--- config.mk ---
export PLATFORM = sky130hd
export DESIGN_NAME = axis_unpack_flat
export DESIGN_NICKNAME = d
export VERILOG_FILES = /design/src/rtl/axis_unpack_if.sv /design/src/rtl/axis_unpack.sv /design/src/flat_wrapper.sv
export SDC_FILE = /design/constraint.sdc
export NUM_CORES = 1
export LEC_CHECK = 0
export CAP_MARGIN = 15
export CORE_ASPECT_RATIO = 0.6
export CORE_MARGIN = 2
export CORE_UTILIZATION = 25
export DETAILED_ROUTE_END_ITERATION = 8
export SYNTH_ARGS = -nofsm -noshare
export SYNTH_HDL_FRONTEND = slang
export SYNTH_SLANG_ARGS = --single-unit
export TNS_END_PERCENT = 1
--- constraint.sdc ---
create_clock -name clk -period 1.97 [get_ports clk]
set_input_delay 0.197 -clock clk [delete_from_list [all_inputs] [get_ports clk]]
set_output_delay 0.197 -clock clk [all_outputs]
set_load 0.1 [all_outputs]
--- src/rtl/axis_unpack_if.sv ---
// Stream bundle for axis_unpack: wide input side (s_*) and word-serial output side (m_*).
// master drives the input beats and consumes words; slave is the unpacker.
interface axis_unpack_if #(
    parameter int WORD_W = 8,
    parameter int BUS_W  = 32
);
    localparam int WPB = BUS_W / WORD_W;

    logic              s_valid;
    logic              s_ready;
    logic              s_last;
    logic [WPB-1:0]    s_keep;
    logic [BUS_W-1:0]  s_data;
    logic              m_valid;
    logic              m_ready;
    logic              m_last;
    logic [WORD_W-1:0] m_data;

    modport slave (
        input  s_valid, s_last, s_keep, s_data, m_ready,
        output s_ready, m_valid, m_last, m_data
    );

    modport master (
        output s_valid, s_last, s_keep, s_data, m_ready,
        input  s_ready, m_valid, m_last, m_data
    );
endinterface

--- src/rtl/axis_unpack.sv ---
// Wide-beat to one-word-per-beat AXI-Stream unpacker with full throughput.
// Define AXIS_UNPACK_SPARSE_KEEP_EN to emit every kept lane instead of the contiguous prefix.
module axis_unpack #(
    parameter int WORD_W = 8,
    parameter int BUS_W  = 32
) (
    input  logic            clk,
    input  logic            rst,
    axis_unpack_if.slave    bus,
    output logic            err_empty_last
);
    localparam int WPB = BUS_W / WORD_W;
    localparam int IW  = (WPB > 1) ? $clog2(WPB) : 1;

    typedef enum logic {EMPTY, HOLD} state_t;

    state_t            state;
    logic              run;
    logic [BUS_W-1:0]  data_q;
    logic [WPB-1:0]    mask_q;
    logic              last_q;
    logic [IW-1:0]     idx;
    logic              m_valid;
    logic              m_last;
    logic [WORD_W-1:0] m_data;

    logic [WPB-1:0]    in_mask;
    logic [IW-1:0]     in_first;
    logic [IW:0]       cur_nxt;
    logic [IW:0]       load_nxt;
    logic [IW:0]       adv_nxt;
    logic              acc;
    logic              adv;

    function automatic logic [WPB-1:0] emit_mask(input logic [WPB-1:0] keep);
        logic [WPB-1:0] r;
`ifdef AXIS_UNPACK_SPARSE_KEEP_EN
        r = keep;
`else
        r[0] = keep[0];
        for (int i = 1; i < WPB; i++)
            r[i] = r[i-1] & keep[i];
`endif
        return r;
    endfunction

    // {found, lane} of the emitted lane following cur
    function automatic logic [IW:0] nxt_of(input logic [WPB-1:0] mask,
                                           input logic [IW-1:0]  cur);
        logic [IW:0] r;
        r = '0;
`ifdef AXIS_UNPACK_SPARSE_KEEP_EN
        for (int i = WPB - 1; i >= 0; i--)
            if (mask[i] && i > int'(cur))
                r = {1'b1, IW'(i)};
`else
        for (int i = 1; i < WPB; i++)
            if (mask[i] && i == int'(cur) + 1)
                r = {1'b1, IW'(i)};
`endif
        return r;
    endfunction

    function automatic logic [WORD_W-1:0] lane(input logic [BUS_W-1:0] d,
                                               input logic [IW-1:0]    i);
        return WORD_W'(d >> (int'(i) * WORD_W));
    endfunction

    always_comb begin
        in_mask  = emit_mask(bus.s_keep);
        in_first = '0;
`ifdef AXIS_UNPACK_SPARSE_KEEP_EN
        for (int i = WPB - 1; i >= 0; i--)
            if (in_mask[i])
                in_first = IW'(i);
`endif
    end

    assign cur_nxt  = nxt_of(mask_q, idx);
    assign load_nxt = nxt_of(in_mask, in_first);
    assign adv_nxt  = nxt_of(mask_q, cur_nxt[IW-1:0]);

    // Final lane leaving this cycle frees the holding register for a new beat
    assign bus.s_ready = run &
                         ((state == EMPTY) | (bus.m_ready & ~cur_nxt[IW]));
    assign acc = bus.s_valid & bus.s_ready;
    assign adv = m_valid & bus.m_ready;

    assign bus.m_valid = m_valid;
    assign bus.m_last  = m_last;
    assign bus.m_data  = m_data;

    always_ff @(posedge clk or posedge rst) begin
        if (rst) begin
            state          <= EMPTY;
            run            <= 1'b0;
            data_q         <= '0;
            mask_q         <= '0;
            last_q         <= 1'b0;
            idx            <= '0;
            m_valid        <= 1'b0;
            m_last         <= 1'b0;
            m_data         <= '0;
            err_empty_last <= 1'b0;
        end else begin
            run            <= 1'b1;
            err_empty_last <= acc & bus.s_last & ~(|in_mask);
            if (acc && (|in_mask)) begin
                state   <= HOLD;
                data_q  <= bus.s_data;
                mask_q  <= in_mask;
                last_q  <= bus.s_last;
                idx     <= in_first;
                m_valid <= 1'b1;
                m_data  <= lane(bus.s_data, in_first);
                m_last  <= bus.s_last & ~load_nxt[IW];
            end else if (adv) begin
                if (cur_nxt[IW]) begin
                    idx    <= cur_nxt[IW-1:0];
                    m_data <= lane(data_q, cur_nxt[IW-1:0]);
                    m_last <= last_q & ~adv_nxt[IW];
                end else begin
                    state   <= EMPTY;
                    m_valid <= 1'b0;
                    m_last  <= 1'b0;
                end
            end
        end
    end
endmodule

--- src/flat_wrapper.sv ---
// flat-port wrapper written by rule: the top's interface ports become plain ports
module axis_unpack_flat 
#(
    parameter int WORD_W = 8,
    parameter int BUS_W  = 32
)
  (clk, rst, err_empty_last, bus_s_valid, bus_s_last, bus_s_keep, bus_s_data, bus_m_ready, bus_s_ready, bus_m_valid, bus_m_last, bus_m_data);
  axis_unpack_if #(.WORD_W(WORD_W), .BUS_W(BUS_W)) bus_i ();
  input  logic clk;
  input  logic rst;
  output logic err_empty_last;
  input wire logic [$bits(bus_i.s_valid)-1:0] bus_s_valid;
  input wire logic [$bits(bus_i.s_last)-1:0] bus_s_last;
  input wire logic [$bits(bus_i.s_keep)-1:0] bus_s_keep;
  input wire logic [$bits(bus_i.s_data)-1:0] bus_s_data;
  input wire logic [$bits(bus_i.m_ready)-1:0] bus_m_ready;
  output wire logic [$bits(bus_i.s_ready)-1:0] bus_s_ready;
  output wire logic [$bits(bus_i.m_valid)-1:0] bus_m_valid;
  output wire logic [$bits(bus_i.m_last)-1:0] bus_m_last;
  output wire logic [$bits(bus_i.m_data)-1:0] bus_m_data;
  assign bus_i.s_valid = bus_s_valid;
  assign bus_i.s_last = bus_s_last;
  assign bus_i.s_keep = bus_s_keep;
  assign bus_i.s_data = bus_s_data;
  assign bus_i.m_ready = bus_m_ready;
  assign bus_s_ready = bus_i.s_ready;
  assign bus_m_valid = bus_i.m_valid;
  assign bus_m_last = bus_i.m_last;
  assign bus_m_data = bus_i.m_data;
  axis_unpack #(.WORD_W(WORD_W), .BUS_W(BUS_W)) u_core (.clk(clk), .rst(rst), .bus(bus_i), .err_empty_last(err_empty_last));
endmodule
## Yosys cells after proc, flatten, opt, wreduce, memory -nomap -nowiden

Index checks and enable logic that the tools add are counted.
Widths: inputs -> output; s select.

| storage, ports and cells | value |
|---|---|
| bits in registers | 51 |
| latch bits | 0 |
| bits in writable memories | 0 |
| memory bits (read-only) | 0 |
| input bits | 41 |
| output and inout bits | 12 |
| memories kept | 0 |

| operators by class | value |
|---|---|
| add/subtract/negate cells | 2 |
| multiply operators | 0 |
| div/mod/pow operators | 0 |
| order comparisons | 0 |
| eq/ne operators | 7 |
| shift operators | 1 |
| multiplexer cells | 19 |
| bitwise logic cells | 17 |
| reduce and logical (&&, ||, !) cells | 12 |

Operators with widths:

| kind | number |
|---|---|
| $eq 3x32->1 const A | 4 |
| $eq 2x32->1 const A | 2 |
| $shr 32x5->8 | 1 |
| $mux 8 | 3 |
| $mux 3 | 7 |
| $and 1x1->1 | 11 |
| $logic_and 1x1->1 | 7 |
| $add 2x1->3 const B | 2 |
| $mux 1 | 6 |
| $mux 2 | 3 |
| $not 1->1 | 5 |
| $reduce_and 2->1 | 2 |
| $reduce_bool 2->1 | 2 |
| $reduce_or 4->1 | 1 |
| $ne 2x2->1 const B | 1 |
| $or 1x1->1 | 1 |

## Logic depth before layout (Yosys ltp)

| depth | value |
|---|---|
| word-level depth | 17 |
| gate-level depth with buffers | 8 |

## Worst setup path after synthesis

Ideal clock, no wire load.

| path | value |
|---|---|
| path kind | register to register |
| start | register u_core.state |
| end | register u_core.m_data[7], in the netlist u_core.bus.m_data[7] |
| setup time | 0.126 ns |
| arrival time | 2.622 ns |
| required time | 1.844 ns |
| path slack | -0.778 ns |
| cell stages (with the launch flop) | 6 |
| clock period less this slack | 2.748 ns |
| cell sequence | dfrtp_1 -> nand4b_1 -> o2111a_1 -> nand3_1 -> and3_1 -> a221o_1 |

| on the way | value |
|---|---|
| longest elaborated chain between the ends | 7 |

Ends and longest elaborated chain:

| item | line | text |
|---|---|---|
| start: declaration | axis_unpack.sv:17 | `state_t state;` |
| start signal: assignment | axis_unpack.sv:95 | `state <= EMPTY;` |
| start signal: assignment | axis_unpack.sv:109 | `state <= HOLD;` |
| start signal: assignment | axis_unpack.sv:123 | `state <= EMPTY;` |
| $not 1->1 (*) | axis_unpack.sv:85 | `((state == EMPTY) \| (bus.m_ready & ~cur_nxt[IW]));` |
| $or 1x1->1 (*) | axis_unpack.sv:85 |  |
| $and 1x1->1 (*) | axis_unpack.sv:84 | `assign bus.s_ready = run &` |
| net bus_s_ready | flat_wrapper.sv:17 | `output wire logic [$bits(bus_i.s_ready)-1:0] bus_s_ready;` |
| $and 1x1->1 (*) | axis_unpack.sv:86 | `assign acc = bus.s_valid & bus.s_ready;` |
| $logic_and 1x1->1 (*) | axis_unpack.sv:108 | `if (acc && (\|in_mask)) begin` |
| $reduce_bool 2->1 (no line) | n/a |  |
| $reduce_and 2->1 (no line) | n/a |  |
| end signal: assignment | axis_unpack.sv:115 | `m_data <= lane(bus.s_data, in_first);` |
| end signal: assignment | axis_unpack.sv:120 | `m_data <= lane(data_q, cur_nxt[IW-1:0]);` |
| end: declaration | axis_unpack.sv:25 | `logic [WORD_W-1:0] m_data;` |

The timed path passes the listed nets; every way through them passes the cells marked *.
A chain may end at the register's enable or synchronous reset.

## Worst setup path in the final report

| path | value |
|---|---|
| start | register u_core.idx[1] |
| end | register u_core.m_data[7], in the netlist u_core.bus.m_data[7] |

| on the way | value |
|---|---|
| longest elaborated chain between the ends | 14 |

Ends and longest elaborated chain:

| item | line | text |
|---|---|---|
| start: declaration | axis_unpack.sv:22 | `logic [IW-1:0] idx;` |
| start signal: assignment | axis_unpack.sv:113 | `idx <= in_first;` |
| start signal: assignment | axis_unpack.sv:119 | `idx <= cur_nxt[IW-1:0];` |
| $add 2x1->3 (*) | axis_unpack.sv:58 | `if (mask[i] && i == int'(cur) + 1)` |
| $eq 2x32->1 | axis_unpack.sv:58 |  |
| $logic_and 1x1->1 | axis_unpack.sv:58 |  |
| $mux 3 (2 in series) | axis_unpack.sv:58 |  |
| $mux 3 (*) | axis_unpack.sv:58 |  |
| branches (longest 8 deep; another with $shr 32x5->8) | n/a |  |

Mark *: on every way between the ends. The select of a mux whose other input is x is not followed.

==> results_dict.tcl <==
set metrics [dict create \
    cp-end-kind "flop" \
    fillers 883 \
    synth_most_common_cell "nand2_1" \
    yosysSeqAreaShare 0.533 \
    io_pins 53 \
    final_util 0.363 \
    drtIter0Drc 119 \
    power_switching_mw 1.95 \
    clk_latency_ns 0.29 \
    viasPerCell 4.63 \
    start_util 0.259 \
    first_pass_iters 4 \
    drc_errors 0 \
    finalCritPeriodShare 0.931 \
    vias 1986 \
    crit_path_start_kind "flop" \
    finalPower_mw 4.47 \
    yosys-top-cells-count "nand2_1, dfrtp_1, o21ai_0" \
    synth_area_um2 2210 \
    outcome "finished clean" \
    dieArea_um2 9620 \
    grt_setup_unrepaired "false" \
    critPathMaxStageDelay_ns 0.50 \
    place.gp.congestion 0.876 \
    rr_worst_depth 5 \
    timing.fmax_mhz 545 \
    tns_ns 0 \
    crit_arrival_ns 2.01 \
    dp_worst_setup_slack_ns 0.0572 \
    cts.clk_slew.worst_paths_ns 0.06 \
    cp_max_fo 8 \
    power_frac_clock 0.200 \
    layout_min_cycle_time_ns 1.83 \
    hpwl_mm 4.78 \
    rows 26 \
    finalHoldViolCount 0 \
    grt_pass1_wl_mm 10.3 \
    htree_levels 2 \
    root_buffer "clkbuf_16" \
    ant_nets 0 \
    cap_violations 0 \
    cts_made_buffers 5 \
    chipHeight_um 76.8 \
    areaGrowthSynthToFinish_pct 40.4 \
    ys_async_sr_fraction 1.00 \
    r2r-start "u_core.idx[1]" \
    dpl-instance-area_um2 2940 \
    holdWs_ns 0.104 \
    grt_max_degree 27 \
    clock_path_buffers 2 \
    ys.flop_type "dfrtp_1" \
    cts_sinks 47 \
    setup_violations 0 \
    path_cells "buf_4 > and3b_1 > nor2_1 > o32ai_1 > a221o_1" \
    die_w_um 125 \
    dp_cells 421 \
    diodes 0 \
    cp_slowest_cell "dfrtp_1" \
    peakVddDrop_v 0.000527 \
    seqCellArea_um2 1180 \
    synth_top_area_share 0.533 \
    path_class "reg2reg" \
    synth_top_cell_by_area "dfrtp_1" \
    routedWlPerCell_um 14.5 \
    setup_slack_ns 0.136 \
    synth.yosys.warnings 0 \
    wl_mm 6.21 \
    power_density_nw_per_um2 1440 \
    switching_share 0.437 \
    syn_avg_cell_area_um2 8.68 \
    combPwrFrac 0.454 \
    fin_cells 429 \
    critPathRequiredTime_ns 2.14 \
    yosys-top-cells-area "dfrtp_1, nand2_1, o21ai_0" \
    seq_power_share 0.345 \
    nets 357 \
    multi_input_area_um2 958 \
    power_leakage_nw 1.46 \
    fin_area_um2 3100 \
    grtUsageTotal 0.137 \
    synth-edff-count 0 \
    overflow 0 \
    yosys_register_bits 47 \
    reg2reg_to "u_core.bus.m_data[7]" \
    p_int_mw 2.52 \
    cp_top_family "simple AND/OR/NAND/NOR gates" \
    port_buffers 52 \
    synth_cell_types 39 \
    r2r_slack_ns 0.14 \
    fp.coreArea_um2 8520 \
    syn_inst 254 \
    cts_tree "built" \
    hp-class "in2async" \
    drive_gt1_frac 0.142 \
    grt_antenna_before_repair 0 \
    syn_nets 295 \
    maxSlewViolCount 0 \
    finalClockSkew_ns 0.00687 \
    grt_pass1_vias 1987 \
    crit_buf_inv 1 \
]
[layout by cell type (no fill, tap or decap), types with 2 or more instances in the layout]
master,n
mux2i_1,3
nand3_1,7
nor2_1,7
a21oi_1,8
o21ai_0,10
and3_1,2
a211oi_1,2
buf_4,28
nand3b_1,2
inv_2,2
o21ai_1,5
clkbuf_16,5
buf_12,2
nand2_1,103
dfrtp_1,46
nor3_1,2
clkdlybuf4s50_1,40
a211o_1,2
o311a_1,2
nand2b_1,3
a221o_1,4
a31oi_1,3
o22a_1,3
o22ai_1,3
a2bb2oi_1,2
clkbuf_8,2
[power by group through the flow]
stage                     Combinational (mW)  Sequential [mW]  Clock (mW)
after floorplan                        0.774             2.19           0
after global placement                  2.01             1.55           0
after detailed placement                2.03             1.56           0
after CTS                               2.03             1.55       0.917
after global routing                    2.19             1.59       0.969
final                                   2.03             1.54       0.895
[logic make-up (layout without fill, tap and decap cells)]
family,count (synthesis),after routing,synth area share
and+or+nand+nor,137,137,0.269
other,1,1,0.00170
DFF,47,47,0.533
muxes,3,3,0.0136
buffers and inverters,18,81,0.0369
AOI/OAI and AO/OA,48,48,0.146
[layer usage]
| layer | vias to the layer above | routed length, µm | share of wire | global-route usage |
|---|---|---|---|---|
| met5 | - | 0 | 0 | 0 |
| met4 | 0 | 62 | 0.010 | 0.0411 |
| met3 | 8 | 419 | 0.068 | 0.0398 |
| met2 | 63 | 2550 | 0.41 | 0.182 |
| met1 | 934 | 3180 | 0.51 | 0.209 |
| li1 | 981 | - | - | - |
[what timing repair did]
item,in CTS,in global routing
endpoints found under the setup margin,0,2
setup buffers,0,0
gates resized for setup,0,1
hold endpoints to repair,0,0
hold buffers,0,0
[final cells by class]
| cell class | count | area share |
|---|---|---|
| Sequential cell | 47 | 0.381 |
| Multi-Input combinational cell | 189 | 0.309 |
| Timing Repair Buffer | 70 | 0.210 |
| Clock buffer | 8 | 0.0505 |
| Tap cell | 112 | 0.0453 |
| Inverter | 3 | 0.00364 |
[worst reg2reg max path, stage by stage, from the launching register on]
cell and delay [ns]:
dfrtp_1 0.50, buf_4 0.19, and3b_1 0.23, nor2_1 0.29, o32ai_1 0.16, a221o_1 0.34
[flip-flops by register name (all words and copies together) (netlist names)]
| register | flops |
|---|---|
| u_core.err_empty_last | 1 |
| u_core.run | 1 |
| u_core.state | 1 |
| u_core.idx | 2 |
| u_core.last_q | 1 |
| u_core.mask_q | 3 |
| u_core.bus.m_last | 1 |
| u_core.bus.m_data | 8 |
| u_core.data_q | 29 |
[worst max-delay path by stage]
stage,slack [ns],cells past startpoint,endpoint,from
global placement,0.12,6,u_core.bus.m_data[0],u_core.idx[0]
global route,0.04,5,u_core.bus.m_data[7],u_core.idx[1]
finish,0.14,5,u_core.bus.m_data[7],u_core.idx[1]
detailed placement,0.06,7,u_core.bus.m_data[5],bus_m_ready
CTS,0.13,6,u_core.bus.m_data[6],u_core.idx[0]
floorplan,-0.09,5,u_core.bus.m_data[7],u_core.state
Power figures use the tool's default switching activity.
